===== src/rtl/instr_loader_if.sv =====
// Byte-stream input and instruction-memory write port of the program loader.
// Handshake: a byte transfers on every rising clock edge where in_valid && in_ready; the source holds in_data stable until then.
interface instr_loader_if #(
    parameter int ADDR_W = 16
);
    logic              in_valid;
    logic [7:0]        in_data;
    logic              in_ready;
    logic              imem_we;
    logic [ADDR_W-1:0] imem_addr;
    logic [15:0]       imem_wdata;

    modport master (
        output in_valid, in_data,
        input  in_ready, imem_we, imem_addr, imem_wdata
    );

    modport slave (
        input  in_valid, in_data,
        output in_ready, imem_we, imem_addr, imem_wdata
    );
endinterface


===== src/rtl/instr_loader.sv =====
// Program loader: byte stream -> 16-bit length + N instruction words written to imem from address 0.
// Optional INSTR_LOADER_CHECKSUM_EN adds a trailing XOR checksum byte checked in the CHK state.
module instr_loader #(
    parameter int ADDR_W = 16,
    parameter int DEPTH  = 256
) (
    input  logic          clock,
    input  logic          rst_n,
    input  logic          start,
    instr_loader_if.slave bus,
    output logic          core_run,
    output logic          busy,
    output logic          error,
    output logic [3:0]    state_dbg
);

    typedef enum logic [3:0] {
        IDLE    = 4'd0,
        LEN_HI  = 4'd1,
        LEN_LO  = 4'd2,
        DATA_HI = 4'd3,
        DATA_LO = 4'd4,
        WRITE   = 4'd5,
        CHK     = 4'd6,
        DONE    = 4'd7,
        ERROR   = 4'd8
    } state_t;

    localparam logic [16:0] DEPTH_L = 17'(DEPTH);

    state_t            state, next_state, end_state;
    logic [15:0]       length;
    logic [15:0]       count;
    logic [16:0]       count_inc;
    logic [15:0]       len_full;
    logic [7:0]        word_hi;
    logic [ADDR_W-1:0] addr;
    logic [15:0]       wdata;
    logic              in_ready_q, imem_we_q;
    logic              in_ready_d, imem_we_d, busy_d, core_run_d, error_d;
    logic              accept, load_start;

`ifdef INSTR_LOADER_CHECKSUM_EN
    logic [7:0] csum;
    assign end_state = CHK;
`else
    assign end_state = DONE;
`endif

    assign accept     = bus.in_valid && in_ready_q;
    assign load_start = start && (state inside {IDLE, DONE, ERROR});
    // Length as it will be once the low byte in flight is captured.
    assign len_full   = {length[15:8], bus.in_data};
    assign count_inc  = {1'b0, count} + 17'd1;

    assign bus.in_ready   = in_ready_q;
    assign bus.imem_we    = imem_we_q;
    assign bus.imem_addr  = addr;
    assign bus.imem_wdata = wdata;
    assign state_dbg      = state;

    // State register; all status outputs are registered from next_state.
    always_ff @(posedge clock or negedge rst_n) begin
        if (!rst_n) begin
            state      <= IDLE;
            in_ready_q <= 1'b0;
            imem_we_q  <= 1'b0;
            busy       <= 1'b0;
            core_run   <= 1'b0;
            error      <= 1'b0;
        end else begin
            state      <= next_state;
            in_ready_q <= in_ready_d;
            imem_we_q  <= imem_we_d;
            busy       <= busy_d;
            core_run   <= core_run_d;
            error      <= error_d;
        end
    end

    always_comb begin
        next_state = state;
        case (state)
            IDLE, DONE, ERROR: if (start) next_state = LEN_HI;
            LEN_HI:  if (accept) next_state = LEN_LO;
            LEN_LO: begin
                if (accept) begin
                    if (len_full == 16'd0)               next_state = end_state;
                    else if ({1'b0, len_full} > DEPTH_L) next_state = ERROR;
                    else                                 next_state = DATA_HI;
                end
            end
            DATA_HI: if (accept) next_state = DATA_LO;
            DATA_LO: if (accept) next_state = WRITE;
            WRITE:   next_state = (count_inc < {1'b0, length}) ? DATA_HI : end_state;
`ifdef INSTR_LOADER_CHECKSUM_EN
            CHK:     if (accept) next_state = (bus.in_data == csum) ? DONE : ERROR;
`endif
            default: next_state = IDLE;
        endcase
    end

    always_comb begin
        in_ready_d = 1'b0;
        imem_we_d  = 1'b0;
        busy_d     = 1'b0;
        core_run_d = 1'b0;
        error_d    = 1'b0;
        case (next_state)
            LEN_HI, LEN_LO, DATA_HI, DATA_LO, CHK: begin
                in_ready_d = 1'b1;
                busy_d     = 1'b1;
            end
            WRITE: begin
                imem_we_d = 1'b1;
                busy_d    = 1'b1;
            end
            DONE:    core_run_d = 1'b1;
            ERROR:   error_d    = 1'b1;
            default: ;
        endcase
    end

    // Datapath: length capture, word assembly and the address/word counters.
    always_ff @(posedge clock or negedge rst_n) begin
        if (!rst_n) begin
            length  <= '0;
            count   <= '0;
            word_hi <= '0;
            addr    <= '0;
            wdata   <= '0;
        end else begin
            if (load_start) begin
                count <= '0;
                addr  <= '0;
            end
            if (accept) begin
                case (state)
                    LEN_HI:  length[15:8] <= bus.in_data;
                    LEN_LO:  length[7:0]  <= bus.in_data;
                    DATA_HI: word_hi      <= bus.in_data;
                    DATA_LO: wdata        <= {word_hi, bus.in_data};
                    default: ;
                endcase
            end
            if (state == WRITE) begin
                count <= count + 16'd1;
                addr  <= addr + 1'b1;
            end
        end
    end

`ifdef INSTR_LOADER_CHECKSUM_EN
    // Running XOR over every stream byte before the checksum byte itself.
    always_ff @(posedge clock or negedge rst_n) begin
        if (!rst_n) begin
            csum <= '0;
        end else if (load_start) begin
            csum <= '0;
        end else if (accept && state != CHK) begin
            csum <= csum ^ bus.in_data;
        end
    end
`endif

endmodule


===== src/flat_wrapper.sv =====
// flat-port wrapper written by rule: the top's interface ports become plain ports
module instr_loader_flat 
#(
    parameter int ADDR_W = 16,
    parameter int DEPTH  = 256
)
  (clock, rst_n, start, core_run, busy, error, state_dbg, bus_in_valid, bus_in_data, bus_in_ready, bus_imem_we, bus_imem_addr, bus_imem_wdata);
  instr_loader_if #(.ADDR_W(ADDR_W)) bus_i ();
  input  logic clock;
  input  logic rst_n;
  input  logic start;
  output logic core_run;
  output logic busy;
  output logic error;
  output logic [3:0] state_dbg;
  input wire logic [$bits(bus_i.in_valid)-1:0] bus_in_valid;
  input wire logic [$bits(bus_i.in_data)-1:0] bus_in_data;
  output wire logic [$bits(bus_i.in_ready)-1:0] bus_in_ready;
  output wire logic [$bits(bus_i.imem_we)-1:0] bus_imem_we;
  output wire logic [$bits(bus_i.imem_addr)-1:0] bus_imem_addr;
  output wire logic [$bits(bus_i.imem_wdata)-1:0] bus_imem_wdata;
  assign bus_i.in_valid = bus_in_valid;
  assign bus_i.in_data = bus_in_data;
  assign bus_in_ready = bus_i.in_ready;
  assign bus_imem_we = bus_i.imem_we;
  assign bus_imem_addr = bus_i.imem_addr;
  assign bus_imem_wdata = bus_i.imem_wdata;
  instr_loader #(.ADDR_W(ADDR_W), .DEPTH(DEPTH)) u_core (.clock(clock), .rst_n(rst_n), .start(start), .bus(bus_i), .core_run(core_run), .busy(busy), .error(error), .state_dbg(state_dbg));
endmodule

===== config.mk =====
export PLATFORM = sky130hd
export DESIGN_NAME = instr_loader_flat
export DESIGN_NICKNAME = d
export VERILOG_FILES = /design/src/rtl/instr_loader_if.sv /design/src/rtl/instr_loader.sv /design/src/flat_wrapper.sv
export SDC_FILE = /design/constraint.sdc
export NUM_CORES = 1
export LEC_CHECK = 0
export CAP_MARGIN = 20
export CORE_ASPECT_RATIO = 0.6
export CORE_MARGIN = 8
export CORE_UTILIZATION = 30
export CTS_BUF_LIST = sky130_fd_sc_hd__clkbuf_16
export DETAILED_ROUTE_END_ITERATION = 6
export SYNTH_ARGS = -nofsm -noshare
export SYNTH_HDL_FRONTEND = slang
export SYNTH_SLANG_ARGS = --single-unit

===== constraint.sdc =====
create_clock -name clock -period 3.4 [get_ports clock]
set_input_delay 0.68 -clock clock [delete_from_list [all_inputs] [get_ports clock]]
set_output_delay 0.68 -clock clock [all_outputs]
set_load 0.01 [all_outputs]

==> results.cfg <==
[run_status]
outcome = completed

[worst_setup_path]
crit_type = register to register
crit_required_ps = 3590
cp.arrival_ps = 3450
critPathMaxFanout = 6
r2r_cells = 12
end_kind = register
startpoint_type = register

[clocking]
cts_buffer_depth = 2
cts_root_buf = clkbuf_16
clock_latency_ps = 340
ctsHoldBuffers = 0
cts_htree_levels = 3
cts_buffers = 9
cts_tree = built
path_clk_slew_ps = 60
cts_setup_buffers = 0
clock_sinks = 81

[synth]
syn_inst = 427
synth_top_family_by_area = simple AND/OR/NAND/NOR gates
synth_compound_area_share_pct = 11.3
synthArstFlopShare_pct = 100
synth_cell_types = 45
syn_area_um2 = 4140
synth_fa_ha_area_share_pct = 5.14
syn-num-nets = 456
synth_ff_type = dfrtp_1
synth-edff-count = 0
synth_mux_area_share_pct = 6.77
synth-simple-area-share_pct = 20.7
synth-xor-area-share_pct = 3.39
seq_area_frac_synth_pct = 49.0
avgSynthCellArea_um2 = 9.69
ys_warn_count = 0
ys_ff_latch = 81

[timing]
final-hold-violation-count = 0
min_period_ps = 3260
max_slew_margin_pct = 54.4
fmax_mhz = 307
slew_viol_final = 0
worst_pin_slew_ps = 684
finalCritPeriodShare_pct = 95.9
finalSetupViolCount = 0
skew_ps = 6.79

[pwr]
pwr-share-comb_pct = 32.4
clkPwrFrac_pct = 26.0
cellLeakagePower_nw = 2.42
p_switching_mw = 1.18
netSwitchingFraction_pct = 34.0
powerDensity_nw_per_um2 = 668
power_frac_seq_pct = 41.6
p_int_mw = 2.30
peakVddDrop_mv = 0.270

[routing]
drtIter0Drc = 228
remaining_drc_errors = 0
firstDrtPassIters = 4
ant_nets = 0
avgRoutedWirePerCell_um = 15.2
vias_per_cell = 4.97
totalWireLength_um = 10100
route.vias.total = 3310

[grt]
grt_max_degree = 82
grt_overflow = 0
first_global_vias = 3246
grt_pass1_wl_um = 16800
antenna_found_initial = 0
grt_usage_pct = 11.5

[floorplan]
ios = 53
fp-row-count = 33
start_util_pct = 30.6
core_area_um2 = 13500
die_h_um = 107
die_x_um = 168
dieArea_um2 = 17900

[placement]
dp_hpwl_um = 7420
place_area_um2 = 4900
portBuffers = 52
gp_congestion = 0.818

[layout]
area_delta_synth_final_pct = 26.0
post-route-util_pct = 38.5
diodes = 0
drive_gt1_share_pct = 13.2
fin_nets = 515
final_cell_area_um2 = 5220

[worst_hold_path]
hold_class = input pin to async pin

[flow_run]
drv_cap = 0
[logic make-up (layout without fill, tap and decap cells)]
group	after synthesis	count (layout)
adders and majority gates	17	17
xor gates and xnor gates	16	16
buffers and inverters	37	101
muxes	25	25
DFF	81	81
and+or+nand+nor	175	175
AOI/OAI and AO/OA	76	76
[registers in the layout (all words and copies together), names as in the netlist]
register and cells:
u_core.bus.imem_addr 16, u_core.bus.imem_wdata 16, u_core.bus.imem_we 1, u_core.bus.in_ready 1, u_core.busy 1, u_core.core_run 1, u_core.count 16, u_core.error 1
u_core.length 16, u_core.state_dbg 4, u_core.word_hi 8
[cell usage after synthesis (all sizes together), types with 2 or more instances]
| cell type | number | area [µm²] |
|---|---|---|
| and2 | 6 | 37.5 |
| and3 | 9 | 56.3 |
| nand4 | 8 | 50.1 |
| and4b | 2 | 20.0 |
| nand3 | 25 | 125 |
| nor3 | 2 | 10.0 |
| nor2 | 18 | 67.6 |
| clkbuf | 17 | 63.8 |
| xor2 | 6 | 52.6 |
| xnor2 | 10 | 87.6 |
| o31ai | 9 | 67.6 |
| or4 | 3 | 26.3 |
| nor2b | 2 | 12.5 |
| nand2 | 85 | 319 |
| a211oi | 2 | 15.0 |
| nand3b | 2 | 15.0 |
| a21oi | 15 | 75.1 |
| and4 | 3 | 26.3 |
| buf | 2 | 18.8 |
| a21o | 3 | 22.5 |
| nor4 | 4 | 25.0 |
| dfrtp | 81 | 2030 |
| o211ai | 4 | 30.0 |
| mux2 | 24 | 270 |
| a22o | 2 | 17.5 |
| ha | 17 | 213 |
| inv | 17 | 63.8 |
| o21ai | 34 | 170 |
| a31oi | 2 | 12.5 |
[layer usage]
layer | GRT usage (%) | vias to the layer above | wire length [µm]
li1 | - | 1611 | -
met1 | 16.0 | 1640 | 5280
met2 | 17.2 | 55 | 4320
met3 | 3.26 | 4 | 463
met4 | 3.23 | 0 | 51
met5 | 0 | - | 0
[placed cells by master, fill, tap and decap left out, types with 2 or more instances in the layout]
cell type / n
a211oi_1: 2
a21o_1: 3
a21oi_1: 15
a22o_1: 2
a31oi_1: 2
and2_1: 6
and3_1: 9
and4_1: 2
and4b_1: 2
buf_4: 15
clkbuf_16: 9
clkdlybuf4s50_1: 51
dfrtp_1: 81
ha_1: 17
inv_1: 18
inv_6: 4
mux2_2: 24
nand2_1: 85
nand3_1: 24
nand3b_1: 2
nand4_1: 8
nor2_1: 17
nor2b_1: 2
nor3_1: 2
nor4_1: 4
o211ai_1: 4
o21ai_0: 33
o31ai_1: 9
or4_4: 2
xnor2_1: 10
xor2_1: 6
[area by class of cell]
cell class              instances  area [µm²]
clock inverters                 7        51.3
multi-input cells             309        1970
flip-flops and latches         81        2030
fillers                      1318        8330
inverters                      18        67.6
well taps                     175         219
repair buffers                 67         651
clock buffers                   9         225
[worst paths after layout]
kind / startpoint / endpoint / slack [ps]
min reg2reg: u_core.word_hi[5] / u_core.bus.imem_wdata[13] / 470
max reg2reg: u_core.count[0] / u_core.busy / 140
max in group asynchronous: rst_n / u_core.length[7] / 2550
min: rst_n / u_core.bus.imem_addr[14] / 250
max: u_core.count[0] / u_core.busy / 140
min in group clock: u_core.word_hi[5] / u_core.bus.imem_wdata[13] / 470
[stage by stage]
stage               hold WS, ps  power (mW)  instances  setup WS [ps]  setup TNS, ps
floorplan                   384        2.11        427           25.9              0
global placement            451        2.56        649            149              0
detailed placement          456        2.59        649           26.6              0
CTS                         473        3.52        665           44.7              0
global route                265        3.73        666          -20.1          -20.1
finish                      245        3.48        666            141              0
[timing repair]
item,CTS,global route
setup endpoints to repair,1,3
gates resized for setup,1,3
cloned,0,0
pin swaps,0,1
[worst max-delay path, cell delays in order, from the launching register on]
cell     delay, ps
dfrtp_1        420
ha_1           250
and4_4         210
and2_1         160
buf_4          160
and3_1         210
xor2_1         150
ha_1           300
a21oi_1        160
o21ai_0         90
a211o_1        300
or4_4          570
mux2i_1        150
[power by group through the flow]
stage / clock (mW) / combinational [mW] / sequential (mW)
4_1_cts: 0.937 / 1.14 / 1.45
2_1_floorplan: 0 / 0.676 / 1.44
5_1_grt: 0.976 / 1.26 / 1.49
3_5_place_dp: 0 / 1.12 / 1.47
6_report: 0.907 / 1.13 / 1.45
3_3_place_gp: 0 / 1.10 / 1.46
Power figures use the tool's default switching activity.
